### config.mk
export PLATFORM = sky130hd
export DESIGN_NAME = wb_arbiter_decoder
export DESIGN_NICKNAME = d
export VERILOG_FILES = /design/src/rtl/wb_arbiter_decoder.sv
export SDC_FILE = /design/constraint.sdc
export NUM_CORES = 1
export LEC_CHECK = 0
export ABC_AREA = 1
export ABC_CLOCK_PERIOD_IN_PS = 3700
export CORE_MARGIN = 5
export CORE_UTILIZATION = 35
export CTS_BUF_LIST = sky130_fd_sc_hd__clkbuf_16
export DETAILED_ROUTE_END_ITERATION = 7
export GPL_TIMING_DRIVEN = 0
export PLACE_DENSITY = 0.82
export SLEW_MARGIN = 20
export SYNTH_ARGS = -nofsm -noshare
export SYNTH_HDL_FRONTEND = slang
export SYNTH_SLANG_ARGS = --single-unit
### constraint.sdc
create_clock -name wb_clk_i -period 3.7 [get_ports wb_clk_i]
set_input_delay 0.37 -clock wb_clk_i [delete_from_list [all_inputs] [get_ports wb_clk_i]]
set_output_delay 0.37 -clock wb_clk_i [all_outputs]
set_load 0.02 [all_outputs]
### src/rtl/wb_arbiter_decoder.sv
// Two-master, two-slave Wishbone arbiter and address decoder.
// Round-robin grant, per-slave strobes, decode error and ack timeout.
`timescale 1ns/1ps
module wb_arbiter_decoder #(
  parameter logic [31:0] S0_BASE = 32'h0300_0000,
  parameter logic [31:0] S0_MASK = 32'hFFF0_0000,
  parameter logic [31:0] S1_BASE = 32'h0310_0000,
  parameter logic [31:0] S1_MASK = 32'hFFF0_0000,
  parameter int unsigned TIMEOUT = 255
) (
  input  logic        wb_clk_i,
  input  logic        wb_rst_i,
  input  logic        m0_cyc_i,
  input  logic        m0_stb_i,
  input  logic        m0_we_i,
  input  logic [3:0]  m0_sel_i,
  input  logic [31:0] m0_adr_i,
  input  logic [31:0] m0_dat_i,
  output logic        m0_ack_o,
  output logic        m0_err_o,
  output logic [31:0] m0_dat_o,
  input  logic        m1_cyc_i,
  input  logic        m1_stb_i,
  input  logic        m1_we_i,
  input  logic [3:0]  m1_sel_i,
  input  logic [31:0] m1_adr_i,
  input  logic [31:0] m1_dat_i,
  output logic        m1_ack_o,
  output logic        m1_err_o,
  output logic [31:0] m1_dat_o,
  output logic        s_cyc_o,
  output logic        s_we_o,
  output logic [3:0]  s_sel_o,
  output logic [31:0] s_adr_o,
  output logic [31:0] s_dat_o,
  output logic        s0_stb_o,
  input  logic        s0_ack_i,
  input  logic [31:0] s0_dat_i,
  output logic        s1_stb_o,
  input  logic        s1_ack_i,
  input  logic [31:0] s1_dat_i
);

  typedef enum logic [1:0] {IDLE, BUSY, RESP} state_e;

  localparam logic [7:0] TMO_LAST = 8'(TIMEOUT - 1);

  state_e      state_q, state_d;
  logic        rr_q, rr_d, gnt_q, gnt_d, slv_q, slv_d;
  logic [7:0]  tmo_q, tmo_d;
  logic        s_cyc_q, s_cyc_d, s0_stb_q, s0_stb_d, s1_stb_q, s1_stb_d;
  logic        s_we_q, s_we_d;
  logic [3:0]  s_sel_q, s_sel_d;
  logic [31:0] s_adr_q, s_adr_d, s_dat_q, s_dat_d;
  logic        m0_ack_q, m0_ack_d, m0_err_q, m0_err_d;
  logic        m1_ack_q, m1_ack_d, m1_err_q, m1_err_d;
  logic [31:0] m0_dat_q, m0_dat_d, m1_dat_q, m1_dat_d;

  logic        req0, req1, pick, hit0, hit1, gnt_cyc, ack_sel;
  logic [31:0] adr_in, rdat;

  assign req0    = m0_cyc_i & m0_stb_i;
  assign req1    = m1_cyc_i & m1_stb_i;
  // With both requesting, the master not pointed at by rr wins.
  assign pick    = (req0 & req1) ? ~rr_q : req1;
  assign adr_in  = pick ? m1_adr_i : m0_adr_i;
  assign hit0    = (adr_in & S0_MASK) == S0_BASE;
  assign hit1    = (adr_in & S1_MASK) == S1_BASE;
  assign gnt_cyc = gnt_q ? m1_cyc_i : m0_cyc_i;
  assign ack_sel = slv_q ? s1_ack_i : s0_ack_i;
  assign rdat    = slv_q ? s1_dat_i : s0_dat_i;

  always_comb begin
    state_d  = state_q;
    rr_d     = rr_q;
    gnt_d    = gnt_q;
    slv_d    = slv_q;
    tmo_d    = tmo_q;
    s_cyc_d  = s_cyc_q;
    s0_stb_d = s0_stb_q;
    s1_stb_d = s1_stb_q;
    s_we_d   = s_we_q;
    s_sel_d  = s_sel_q;
    s_adr_d  = s_adr_q;
    s_dat_d  = s_dat_q;
    m0_ack_d = 1'b0;
    m0_err_d = 1'b0;
    m1_ack_d = 1'b0;
    m1_err_d = 1'b0;
    m0_dat_d = m0_dat_q;
    m1_dat_d = m1_dat_q;
    case (state_q)
      IDLE: begin
        if (req0 | req1) begin
          if (req0 & req1) rr_d = pick;
          gnt_d   = pick;
          s_adr_d = adr_in;
          s_dat_d = pick ? m1_dat_i : m0_dat_i;
          s_we_d  = pick ? m1_we_i  : m0_we_i;
          s_sel_d = pick ? m1_sel_i : m0_sel_i;
          tmo_d   = '0;
          if (hit0 | hit1) begin
            s_cyc_d  = 1'b1;
            s0_stb_d = hit0;
            s1_stb_d = ~hit0;
            slv_d    = ~hit0;
            state_d  = BUSY;
          end else begin
            m0_err_d = ~pick;
            m1_err_d = pick;
            state_d  = RESP;
          end
        end
      end
      BUSY: begin
        if (!gnt_cyc || ack_sel || tmo_q == TMO_LAST) begin
          s_cyc_d  = 1'b0;
          s0_stb_d = 1'b0;
          s1_stb_d = 1'b0;
        end
        // An abandoned cycle is dropped silently; ack outranks timeout.
        if (!gnt_cyc) begin
          tmo_d   = '0;
          state_d = IDLE;
        end else if (ack_sel) begin
          m0_ack_d = ~gnt_q;
          m1_ack_d = gnt_q;
          if (gnt_q) m1_dat_d = s_we_q ? '0 : rdat;
          else       m0_dat_d = s_we_q ? '0 : rdat;
          state_d = RESP;
        end else if (tmo_q == TMO_LAST) begin
          m0_err_d = ~gnt_q;
          m1_err_d = gnt_q;
          state_d  = RESP;
        end else begin
          tmo_d = tmo_q + 8'd1;
        end
      end
      RESP: begin
        tmo_d   = '0;
        state_d = IDLE;
      end
      default: state_d = IDLE;
    endcase
  end

  always_ff @(posedge wb_clk_i) begin
    if (wb_rst_i) begin
      state_q  <= IDLE;
      rr_q     <= 1'b0;
      gnt_q    <= 1'b0;
      slv_q    <= 1'b0;
      tmo_q    <= '0;
      s_cyc_q  <= 1'b0;
      s0_stb_q <= 1'b0;
      s1_stb_q <= 1'b0;
      s_we_q   <= 1'b0;
      s_sel_q  <= '0;
      s_adr_q  <= '0;
      s_dat_q  <= '0;
      m0_ack_q <= 1'b0;
      m0_err_q <= 1'b0;
      m1_ack_q <= 1'b0;
      m1_err_q <= 1'b0;
      m0_dat_q <= '0;
      m1_dat_q <= '0;
    end else begin
      state_q  <= state_d;
      rr_q     <= rr_d;
      gnt_q    <= gnt_d;
      slv_q    <= slv_d;
      tmo_q    <= tmo_d;
      s_cyc_q  <= s_cyc_d;
      s0_stb_q <= s0_stb_d;
      s1_stb_q <= s1_stb_d;
      s_we_q   <= s_we_d;
      s_sel_q  <= s_sel_d;
      s_adr_q  <= s_adr_d;
      s_dat_q  <= s_dat_d;
      m0_ack_q <= m0_ack_d;
      m0_err_q <= m0_err_d;
      m1_ack_q <= m1_ack_d;
      m1_err_q <= m1_err_d;
      m0_dat_q <= m0_dat_d;
      m1_dat_q <= m1_dat_d;
    end
  end

  assign s_cyc_o  = s_cyc_q;
  assign s0_stb_o = s0_stb_q;
  assign s1_stb_o = s1_stb_q;
  assign s_we_o   = s_we_q;
  assign s_sel_o  = s_sel_q;
  assign s_adr_o  = s_adr_q;
  assign s_dat_o  = s_dat_q;
  assign m0_ack_o = m0_ack_q;
  assign m0_err_o = m0_err_q;
  assign m0_dat_o = m0_dat_q;
  assign m1_ack_o = m1_ack_q;
  assign m1_err_o = m1_err_q;
  assign m1_dat_o = m1_dat_q;

endmodule

==> impl_metrics.py <==
metrics = {
    "yosys": {
        "syn_inst": 948,
        "syn_nets": 1160,
        "synth_area_leaders": "dfxtp_1 46%, nand2_1 14%, nor2_1 11%",
        "synth_area_leader_cell": "dfxtp_1",
        "avgSynthCellArea_um2": 6.975,
        "yosysWarningCount": 0,
        "ys.flop_type": "dfxtp_1",
        "ys_async_sr_fraction_pct": 0,
        "synth_edf_count": 0,
        "synth-simple-area-share_pct": 29.57,
        "synthXorXnorAreaFrac_pct": 0.3974,
        "synth_top_family_by_area": "simple AND/OR/NAND/NOR gates",
        "synthMuxAreaShare_pct": 0.1514,
        "yosysTopAreaCellShare_pct": 46.32,
        "synth_compound_area_share_pct": 16.23,
        "ys_types": 33,
        "yosysSeqAreaShare_pct": 46.32,
        "syn-cell-area_mm2": 0.006613,
        "synth_seq_cells": 153,
        "synthAdderAreaFrac_pct": 0.3784,
    },
    "final_layout": {
        "nNetsFinal": 1527,
        "layout-drive-gt1-share_pct": 5.723,
        "layout.cells.non_filler": 1564,
        "area_delta_synth_final_pct": 67.02,
        "final_cell_mix": "348 x clkdlybuf4s50_1, 255 x nand2_1, 190 x nor2_1, 153 x dfxtp_1, 91 x o21ai_0",
        "final_common_cell": "clkdlybuf4s50_1",
    },
    "drt": {
        "firstDrtPassIters": 5,
        "detail-route-antenna-nets": 0,
        "vias_per_cell": 4.945,
        "via_count": 7734,
        "drtIter0Drc": 346,
        "post-route-drc-count": 0,
        "routed_wirelength_um": 27390,
        "wire_per_inst_um": 17.51,
    },
    "global_routing": {
        "antenna_found_initial": 3,
        "grt.total_usage_pct": 24.28,
        "grt_max_degree": 17,
        "grt_overflow": 0,
        "grt_pass1_vias": 7607,
        "grt_pass1_wl_um": 41300,
    },
    "clock_network": {
        "cts.sinks": 153,
        "cts_made_buffers": 17,
        "clk_pin_slew_worst_paths_ns": 0.06,
        "clk_latency_ns": 0.42,
        "cts_buffer_depth": 2,
        "cts_tree": "done",
        "postCtsSetupBuffers": 0,
        "root_buffer": "clkbuf_16",
        "htree_levels": 4,
        "cts_hold_buf": 0,
        "cts_resized": 0,
    },
    "sta": {
        "fin_crit_sh_pct": 56.11,
        "period_minus_slack_ns": 2.076,
        "worst-slew-pin-transition_ns": 0.7796,
        "rsz0062_at_grt": "false",
        "setup_viol": 0,
        "finalHoldViolations": 0,
        "tns_ns": 0,
        "fmax_ghz": 0.4817,
        "slew_headroom_pct": 48.03,
        "fin_worst_skew_ns": 0.007378,
        "slew_violations": 0,
    },
    "power_and_ir_drop": {
        "power.density_mw_per_mm2": 406.0,
        "power.leakage_nw": 4.447,
        "ir_worst_vdd_mv": 0.3114,
    },
    "setup_path": {
        "max_stage_delay_ns": 0.51,
        "end_kind": "register",
        "startpoint_type": "primary input",
        "required_ns": 4.04,
        "cp_max_fo": 10,
        "crit_chain": "clkdlybuf4s50_1 -> nand2_1 -> inv_2 -> nand2_2 -> buf_6 -> nor2_1 -> buf_2 -> buf_2 -> nand2_1 -> a31oi_1",
        "worst-endpoint-arrival_ns": 2.42,
        "worst_path_max_delay_cell": "clkdlybuf4s50_1",
        "critPathKind": "primary input to register",
    },
    "placement": {
        "placedCellCount": 1530,
        "numPortBuffers": 348,
        "place_congestion": 0.9273,
        "place.detailed.hpwl_um": 22140,
    },
    "die": {
        "start_util_pct": 35.47,
        "die_w_um": 147.5,
        "dieArea_mm2": 0.02174,
        "core-area_mm2": 0.01864,
        "io_pins": 350,
        "row_count": 50,
        "fp.dieH_um": 147.5,
    },
    "hold_path": {
        "hp-class": "register to register",
    },
    "run_status": {
        "outcome": "complete, no violations",
    },
    "flow_run": {
        "max_cap_viol_count": 0,
    },
}
[metrics by stage]
step	hold slack, ns	power (mW)	utilization [%]	instance area (um^2)	setup slack, ns
floorplan	0.4366	2.124	-	6613	2.131
global placement	0.4381	2.585	55.72	10390	1.209
detailed placement	0.4396	2.595	55.72	10390	1.125
CTS	0.4492	4.518	59.21	11040	1.585
global route	0.4756	4.654	59.24	11040	1.442
finish	0.4458	4.484	59.24	11040	1.624
[report_power, final]
part	total [mW]	internal, mW	switching, mW	leakage, nW
clock	1.93	1.20	0.723	0.318
sequential	1.77	1.72	0.0450	1.25
combinational	0.793	0.403	0.390	2.88
total	4.48	3.33	1.16	4.45
[sequential cells by signal, summed over array words and instances (netlist names), 2 cells and up]
register / cells
m0_dat_o: 32
m1_dat_o: 32
s_adr_o: 32
s_dat_o: 32
tmo_q: 8
s_sel_o: 4
state_q: 2
[logic make-up after synthesis]
logic type / count (synthesis)
AND/OR/NAND/NOR: 487
AO/OA/AOI/OAI: 193
XOR/XNOR: 3
flip-flops: 153
adder cells (fa/ha/maj): 2
multiplexers: 1
buffers and inverters: 109
[layer usage]
metal	GRT usage [%]	vias up	wire [um]	share of wire [%]
met2	44.26	345	14000	51
met3	8.246	47	2578	9.4
met5	0	-	7	0.026
li1	-	3809	-	-
met1	25.06	3531	9830	36
met4	11.32	2	968	3.5
[area by class of cell]
| cell class | count | area, um^2 |
|---|---|---|
| Antenna cell | 2 | 5.005 |
| Timing Repair Buffer | 348 | 3483 |
| Multi-Input combinational cell | 686 | 3090 |
| Sequential cell | 153 | 3063 |
| Tap cell | 234 | 292.8 |
| Clock buffer | 17 | 425.4 |
| Fill cell | 1708 | 7599 |
| Buffer | 60 | 275.3 |
| Inverter | 49 | 183.9 |
| Clock inverter | 15 | 225.2 |
[synthesized netlist by cell type, drive strengths merged, types with 4 or more instances]
cell type / n
dfxtp: 153
nand4: 4
a21oi: 26
nand3b: 7
o211ai: 10
o21ai: 96
nand2: 260
inv: 48
nand3: 15
buf: 27
clkbuf: 33
nor2: 197
a31oi: 57
[worst paths after layout]
kind	start	to	slack (ns)	cells past startpoint
setup reg to reg	slv_q	m0_dat_o[5]	1.71	7
hold reg to reg	s_cyc_o	s_cyc_o	0.45	2
hold / removal	s_cyc_o	s_cyc_o	0.45	2
setup / recovery	m1_cyc_i	s_dat_o[27]	1.62	10
[worst max-delay path: cells and delay by family]
family / cells / cell delay, ns
buffers and inverters: 5 / 1.29
AND/OR/NAND/NOR: 4 / 0.55
AO/OA/AOI/OAI: 1 / 0.19
Power figures use the tool's default switching activity.
